### src/rtl/addsub_seq_ctrl.sv
// Sequential 16-bit add/subtract built from one 4-bit carry-lookahead slice,
// reused over four cycles (LS nibble first), with optional saturation and Z/V/N flags.
module addsub_seq_ctrl #(
  parameter bit SATURATE = 1'b1
) (
  input  logic        clk,
  input  logic        rst_n,
  input  logic        start,
  input  logic        op_sub,
  input  logic [15:0] a,
  input  logic [15:0] b,
  output logic        busy,
  output logic        done,
  output logic [15:0] result,
  output logic        flag_z,
  output logic        flag_v,
  output logic        flag_n
);

  typedef enum logic [1:0] {
    IDLE = 2'd0,
    CALC = 2'd1,
    DONE = 2'd2
  } state_t;

  state_t      state_q;
  logic [1:0]  idx_q;
  logic        carry_q;
  logic [15:0] a_q;
  logic [15:0] b_q;
  logic [11:0] acc_q;
  logic        busy_q;
  logic        done_q;
  logic [15:0] result_q;
  logic        z_q;
  logic        v_q;
  logic        n_q;

  logic [3:0]  sliceA;
  logic [3:0]  sliceB;
  logic [3:0]  gen;
  logic [3:0]  prop;
  logic [3:0]  c;
  logic [3:0]  sliceSum;
  logic        groupG;
  logic        groupP;
  logic        carry_d;
  logic [15:0] sum_d;
  logic        ovf_d;
  logic [15:0] final_d;

  // b_q already holds the inverted operand for subtraction, so the slice only ever adds.
  always_comb begin
    sliceA = a_q[3:0];
    sliceB = b_q[3:0];
    case (idx_q)
      2'd1: begin
        sliceA = a_q[7:4];
        sliceB = b_q[7:4];
      end
      2'd2: begin
        sliceA = a_q[11:8];
        sliceB = b_q[11:8];
      end
      2'd3: begin
        sliceA = a_q[15:12];
        sliceB = b_q[15:12];
      end
      default: ;
    endcase

    gen      = sliceA & sliceB;
    prop     = sliceA ^ sliceB;
    c[0]     = carry_q;
    c[1]     = gen[0] | (prop[0] & c[0]);
    c[2]     = gen[1] | (prop[1] & gen[0]) | (prop[1] & prop[0] & c[0]);
    c[3]     = gen[2] | (prop[2] & gen[1]) | (prop[2] & prop[1] & gen[0])
             | (prop[2] & prop[1] & prop[0] & c[0]);
    sliceSum = prop ^ c;
    groupG   = gen[3] | (prop[3] & gen[2]) | (prop[3] & prop[2] & gen[1])
             | (prop[3] & prop[2] & prop[1] & gen[0]);
    groupP   = &prop;
    carry_d  = groupG | (groupP & carry_q);

    sum_d    = {sliceSum, acc_q};
    ovf_d    = (a_q[15] == b_q[15]) & (sum_d[15] != a_q[15]);
    final_d  = sum_d;
    if (SATURATE && ovf_d) begin
      final_d = a_q[15] ? 16'h8000 : 16'h7FFF;
    end
  end

  always_ff @(posedge clk) begin
    if (!rst_n) begin
      state_q  <= IDLE;
      idx_q    <= 2'd0;
      carry_q  <= 1'b0;
      a_q      <= 16'h0000;
      b_q      <= 16'h0000;
      acc_q    <= 12'h000;
      busy_q   <= 1'b0;
      done_q   <= 1'b0;
      result_q <= 16'h0000;
      z_q      <= 1'b0;
      v_q      <= 1'b0;
      n_q      <= 1'b0;
    end else begin
      done_q <= 1'b0;
      case (state_q)
        IDLE, DONE: begin
          if (start) begin
            a_q     <= a;
            b_q     <= op_sub ? ~b : b;
            carry_q <= op_sub;
            idx_q   <= 2'd0;
            busy_q  <= 1'b1;
            state_q <= CALC;
          end else begin
            state_q <= IDLE;
          end
        end
        CALC: begin
          carry_q <= carry_d;
          idx_q   <= idx_q + 2'd1;
          case (idx_q)
            2'd0: acc_q[3:0]  <= sliceSum;
            2'd1: acc_q[7:4]  <= sliceSum;
            2'd2: acc_q[11:8] <= sliceSum;
            default: begin
              // Final nibble: publish the result and flags in one shot.
              state_q  <= DONE;
              busy_q   <= 1'b0;
              done_q   <= 1'b1;
              result_q <= final_d;
              z_q      <= (final_d == 16'h0000);
              v_q      <= ovf_d;
              n_q      <= final_d[15];
            end
          endcase
        end
        default: begin
          state_q <= IDLE;
          busy_q  <= 1'b0;
        end
      endcase
    end
  end

  assign busy   = busy_q;
  assign done   = done_q;
  assign result = result_q;
  assign flag_z = z_q;
  assign flag_v = v_q;
  assign flag_n = n_q;

endmodule

### config.mk
export PLATFORM = sky130hd
export DESIGN_NAME = addsub_seq_ctrl
export DESIGN_NICKNAME = d
export VERILOG_FILES = /design/src/rtl/addsub_seq_ctrl.sv
export SDC_FILE = /design/constraint.sdc
export NUM_CORES = 1
export LEC_CHECK = 0
export BUFFER_PORTS_ARGS = -buffer_cell sky130_fd_sc_hd__clkbuf_2
export CORE_ASPECT_RATIO = 1.1
export CORE_MARGIN = 2
export CORE_UTILIZATION = 45
export DETAILED_ROUTE_END_ITERATION = 8
export HOLD_SLACK_MARGIN = 0.05
export PLACE_DENSITY_LB_ADDON = 0.2
export SYNTH_ARGS = -nofsm -noshare
export SYNTH_HDL_FRONTEND = slang
export SYNTH_SLANG_ARGS = --single-unit
### constraint.sdc
create_clock -name clk -period 3.61 [get_ports clk]
set_input_delay 0.361 -clock clk [delete_from_list [all_inputs] [get_ports clk]]
set_output_delay 0.361 -clock clk [all_outputs]
set_load 0.1 [all_outputs]
**Word level (Yosys, flattened, before mapping)**

Index checks and enable logic that the tools add are counted.

- Reductions and logical operators: 15
- Add/subtract/negate cells: 1
- Muxes and demuxes: 16
- Bitwise gates (word level): 31
- Equality and inequality tests: 9

Operators with widths:

| kind | count |
|---|---|
| 2-to-1 mux 16 bit | 3 |
| case mux 4 bit (3 select lines) | 2 |
| AND 1 bit | 16 |
| zero test 16 bit | 1 |
| NOT 16 bit | 1 |
| AND reduction 2 bit | 8 |
| bitwise OR 1 bit | 10 |
| case mux 2 bit (2 select lines) | 2 |
| XOR 4 bit | 2 |
| equality test 2 bit, second input constant | 3 |
| 2-to-1 mux 1 bit | 5 |
| AND 4 bit | 1 |
| equality test 2 x 1 -> 1 bit, second input constant | 2 |
| zero test 2 bit | 2 |
| 2-to-1 mux 2 bit | 2 |
| inequality test 2 bit, second input constant | 2 |
| case mux 1 bit (2 select lines) | 2 |
| AND reduction 4 bit | 1 |
| OR reduction 3 bit | 1 |
| adder 2 x 1 -> 2 bit, second input constant | 1 |
| nonzero test 2 bit | 1 |
| OR reduction 2 bit | 1 |
| equality test 1 bit | 1 |
| inequality test 1 bit | 1 |
| NOT 1 bit | 1 |

- Bits of input ports: 36
- Output and inout port bits: 21
- Register bits: 70
- Word-level logic and storage cells: 86

**Logic depth before layout (Yosys ltp)**

- Depth in word-level cells: 12
- Mapped depth: 13
- Depth with buffers taken out: 10

**Worst setup path after synthesis**

OpenSTA, ideal clock, no wires.

- Path type: reg2reg
- Start point: register idx_q[0]
- End point: register result_q[14] (netlist: result[14])
- Data required time: 3475 ps
- Setup slack: 651 ps
- Clock period less this slack: 2959 ps
- Path buffers: 3
- Setup time: 135 ps
- Stages on the path, launching flop included: 14
- Arrival: 2824 ps
- Cells stage by stage: dfxtp_1 inv_1 ha_1 clkbuf_1 a222oi_1 mux2i_1 ha_1 a21o_1 a21o_1 o311ai_4 and3_1 buf_6 buf_12 a211oi_2

- Word-level cells in the longest chain between the ends: 11
- Elaborated cells between the ends (all ways): 28
- Those cells by class: 4 x eq/ne; 3 x mux; 18 x bitwise; 3 x reduce/logical

RTL lines:

| what | RTL line | RTL |
|---|---|---|
| start, declared | 27 | `logic [1:0] idx_q;` |
| start signal, assigned | 124 | `idx_q <= idx_q + 2'd1;` |
| equality test 2 bit (tied with other cells) | 56 | `case (idx_q)` |
| case mux 4 bit (3 select lines) | 56 |  |
| XOR 4 bit or AND 4 bit (tied branches) | 73, 72 |  |
| AND 1 bit (on tied branches) | 77, 78 |  |
| bitwise OR 1 bit (tied with other cells) | 77 | `c[3] = gen[2] \| (prop[2] & gen[1]) \| (prop[2] & prop[1] & gen[0])` |
| bitwise OR 1 bit or AND 1 bit (tied branches) | 77, 78 |  |
| bitwise OR 1 bit | 78 | `\| (prop[2] & prop[1] & prop[0] & c[0]);` |
| XOR 4 bit | 79 | `sliceSum = prop ^ c;` |
| inequality test 1 bit | 86 | `ovf_d = (a_q[15] == b_q[15]) & (sum_d[15] != a_q[15]);` |
| AND 1 bit | 86 |  |
| 2-to-1 mux 16 bit | 88 | `if (SATURATE && ovf_d) begin` |
| end signal, assigned | 134 | `result_q <= final_d;` |
| end, declared | 34 | `logic [15:0] result_q;` |

Several ways; a longest one is shown, not always the timed one.
A chain may end at the register's enable or synchronous reset.

**Final worst setup path**

- Start point: register idx_q[0]
- End point: register result_q[13] (netlist: result[13])

Same word-level chain as after synthesis.

==> results.py <==
metrics = {
    "power_and_ir_drop": {
        "p_per_area_mw_per_mm2": 492,
        "power_mw": 1.90,
        "vdd_drop_max_mv": 0.247,
        "leakagePower_nw": 1.75,
    },
    "timing": {
        "max-slew-margin-rel_pct": 39.3,
        "slew_violations": 0,
        "clock_skew_ns": 0.0104,
        "min_period_ns": 3.17,
        "fin_crit_sh_pct": 87.7,
        "finalSetupTns_ns": 0,
        "worstMarginPinSlew_ns": 0.910,
        "hold_violations": 0,
        "setup_violations": 0,
        "clock.fmax_mhz": 316,
        "rsz0062_at_grt": "no",
        "whs_ns": 0.245,
    },
    "setup_path": {
        "cp_slowest_cell": "dfxtp_1",
        "path_max_fanout": 10,
        "critPathCaptureType": "flip-flop",
        "cpLargestDelayFamily": "compound AO/OA/AOI/OAI gates",
        "critPathLaunchType": "flip-flop",
        "max_stage_delay_ns": 0.42,
        "arrival_ns": 3.38,
        "critPathBufInv": 2,
        "path_cells": "inv_1 > ha_1 > a222oi_1 > mux2i_1 > ha_1 > a21o_1 > a21o_1 > o311ai_4 > and3_1 > buf_4 > a211oi_2",
        "reg2reg_from": "idx_q[0]$_SDFFE_PN0P_",
        "crit_start": "idx_q[0]$_SDFFE_PN0P_",
        "path_class": "reg -> reg",
        "worstPathRequired_ns": 3.82,
    },
    "clock_network": {
        "cts-root-buf": "clkbuf_8",
        "clk_path_buf_depth": 2,
        "clock_sinks": 69,
        "htreeDepth": 3,
        "cts_hold_buffers": 0,
        "cts_resized": 0,
        "cts_tree": "built",
        "postCtsSetupRepairBufs": 0,
        "numCtsBuffers": 9,
        "clk_pin_slew_ns": 0.08,
        "clock_latency_ns": 0.35,
    },
    "synth": {
        "synth-seq-area-share_pct": 41.6,
        "syn_area_sq_mm": 0.00332,
        "yosysWarnings": 0,
        "synth_edf_count": 0,
        "synth.avg_cell_area_sq_um": 8.96,
        "syn_inst": 371,
        "async_reset_ff_share_pct": 0,
        "synth_cell_type_count": 38,
        "synthFlopType": "dfxtp_1",
        "synth.net_count": 418,
        "synth-seq-cells": 69,
    },
    "worst_hold_path": {
        "min-delay-start": "a[13]",
        "holdCritPathClass": "in -> reg",
    },
    "grt": {
        "antenna_found_initial": 0,
        "grt-ovfl-total": 0,
        "grt_pass1_wl_um": 11700,
        "grt_max_degree": 43,
        "grt_util_all_layers_pct": 18.3,
        "grt_pass1_vias": 2490,
    },
    "layout": {
        "drive_gt1_share_pct": 22.0,
        "final_nets": 461,
        "design_area_sq_mm": 0.00385,
        "syn_to_final_growth_pct": 15.9,
        "finalNonFillerCells": 504,
        "num_antenna_cells": 0,
    },
    "floorplanning": {
        "pin_count": 57,
        "dieHeight_um": 94.1,
        "rows": 32,
        "start_util_pct": 46.9,
        "die_area_sq_mm": 0.00809,
        "core_area_sq_mm": 0.00709,
        "dieWidth_um": 86.0,
    },
    "place": {
        "place_inst": 488,
        "detailed_place.area_sq_mm": 0.00358,
        "dp.final_hpwl_um": 4920,
        "io_buffers": 56,
        "globalplace.congestion": 0.790,
    },
    "routing": {
        "drt_pass1_iterations": 4,
        "first_iter_violations": 134,
        "routed_wl_um": 6840,
        "drt-wirelength-per-cell_um": 13.6,
        "drc": 0,
        "ant_nets": 0,
        "vias": 2618,
        "viasPerCell": 5.19,
    },
    "run": {
        "cap_violations": 0,
    },
    "outcome": {
        "status": "complete, no violations",
    },
}
[cells in the mapped netlist (all sizes together) (9+ instances only)]
cell | number | area, sq um
dfxtp | 69 | 1380
a21boi | 20 | 150
a211oi | 15 | 163
mux2i | 9 | 90.1
o211a | 12 | 120
and2 | 14 | 88.8
o21ai | 30 | 150
ha | 10 | 125
nand2 | 73 | 274
clkbuf | 20 | 85.1
inv | 23 | 86.3
xnor2 | 18 | 158
[report_power, final]
part	leakage (nW)	total (mW)	switching [mW]	internal (mW)
Clock	0.134	0.836	0.303	0.533
Sequential	0.563	0.821	0.0244	0.797
Combinational	1.05	0.238	0.141	0.0973
[worst paths after layout]
kind,end,cells past startpoint,slack (ns)
max,result[13]$_SDFFE_PN0P_,11,0.44
min,a_q[13]$_SDFFE_PN0P_,3,0.25
max reg2reg,result[13]$_SDFFE_PN0P_,11,0.44
min reg2reg,a_q[13]$_SDFFE_PN0P_,2,0.47
[cells by family after synthesis]
kind of cell    count (synthesis)  share of synthesized area [%]
flops                          69                           41.6
mux                             9                           2.71
fa+ha+maj                      11                           4.37
simple gates                  117                           16.1
compound gates                 96                           23.1
xor+xnor                       18                           4.74
buf+inv                        51                           7.45
[layer usage]
metal	up-vias	global-route usage (%)	wire, um
met2	57	28.5	3180
met3	15	3.95	272
li1	1354	-	-
met1	1192	24.2	3240
met4	0	7.80	143
met5	-	0	0
[cell usage in the layout, fill, tap and decap left out, drive strengths merged, types with 10 or more instances in the layout]
cell type / n
clkbuf: 65
dfxtp: 69
o21ai: 30
o211a: 12
nand2: 73
a21boi: 20
inv: 24
and2: 14
ha: 10
a211oi: 15
xnor2: 18
[registers in the layout, summed over array words and instances, names as in the netlist]
signal,cells
flag_v,1
idx_q,2
carry_q,1
acc_q,12
done,1
flag_z,1
state_q,2
result,16
a_q,16
busy,1
b_q,16
[stage by stage]
step / worst slack [ns] / utilization (%)
finish: 0.444 / 54.4
global route: 0.235 / 54.4
CTS: 0.473 / 54.4
detailed placement: 0.487 / 50.5
global placement: 0.569 / 50.5
floorplan: 0.651 / -
[worst reg2reg max path: stages (launching register included)]
cell and delay (ns):
dfxtp_1 0.42, inv_1 0.11, ha_1 0.34, a222oi_1 0.33, mux2i_1 0.19, ha_1 0.33
a21o_1 0.19, a21o_1 0.23, o311ai_4 0.40, and3_1 0.26, buf_4 0.19, a211oi_2 0.06
[layout make-up]
type                            instances  area [sq um]
Multi-Input combinational cell        251          1700
Inverter                               23          86.3
Clock buffer                            9           124
Fill cell                             678          3230
Tap cell                               85           106
Sequential cell                        69          1380
Timing Repair Buffer                   60           310
Clock inverter                          7           146
(Power assumes the default switching activity.)
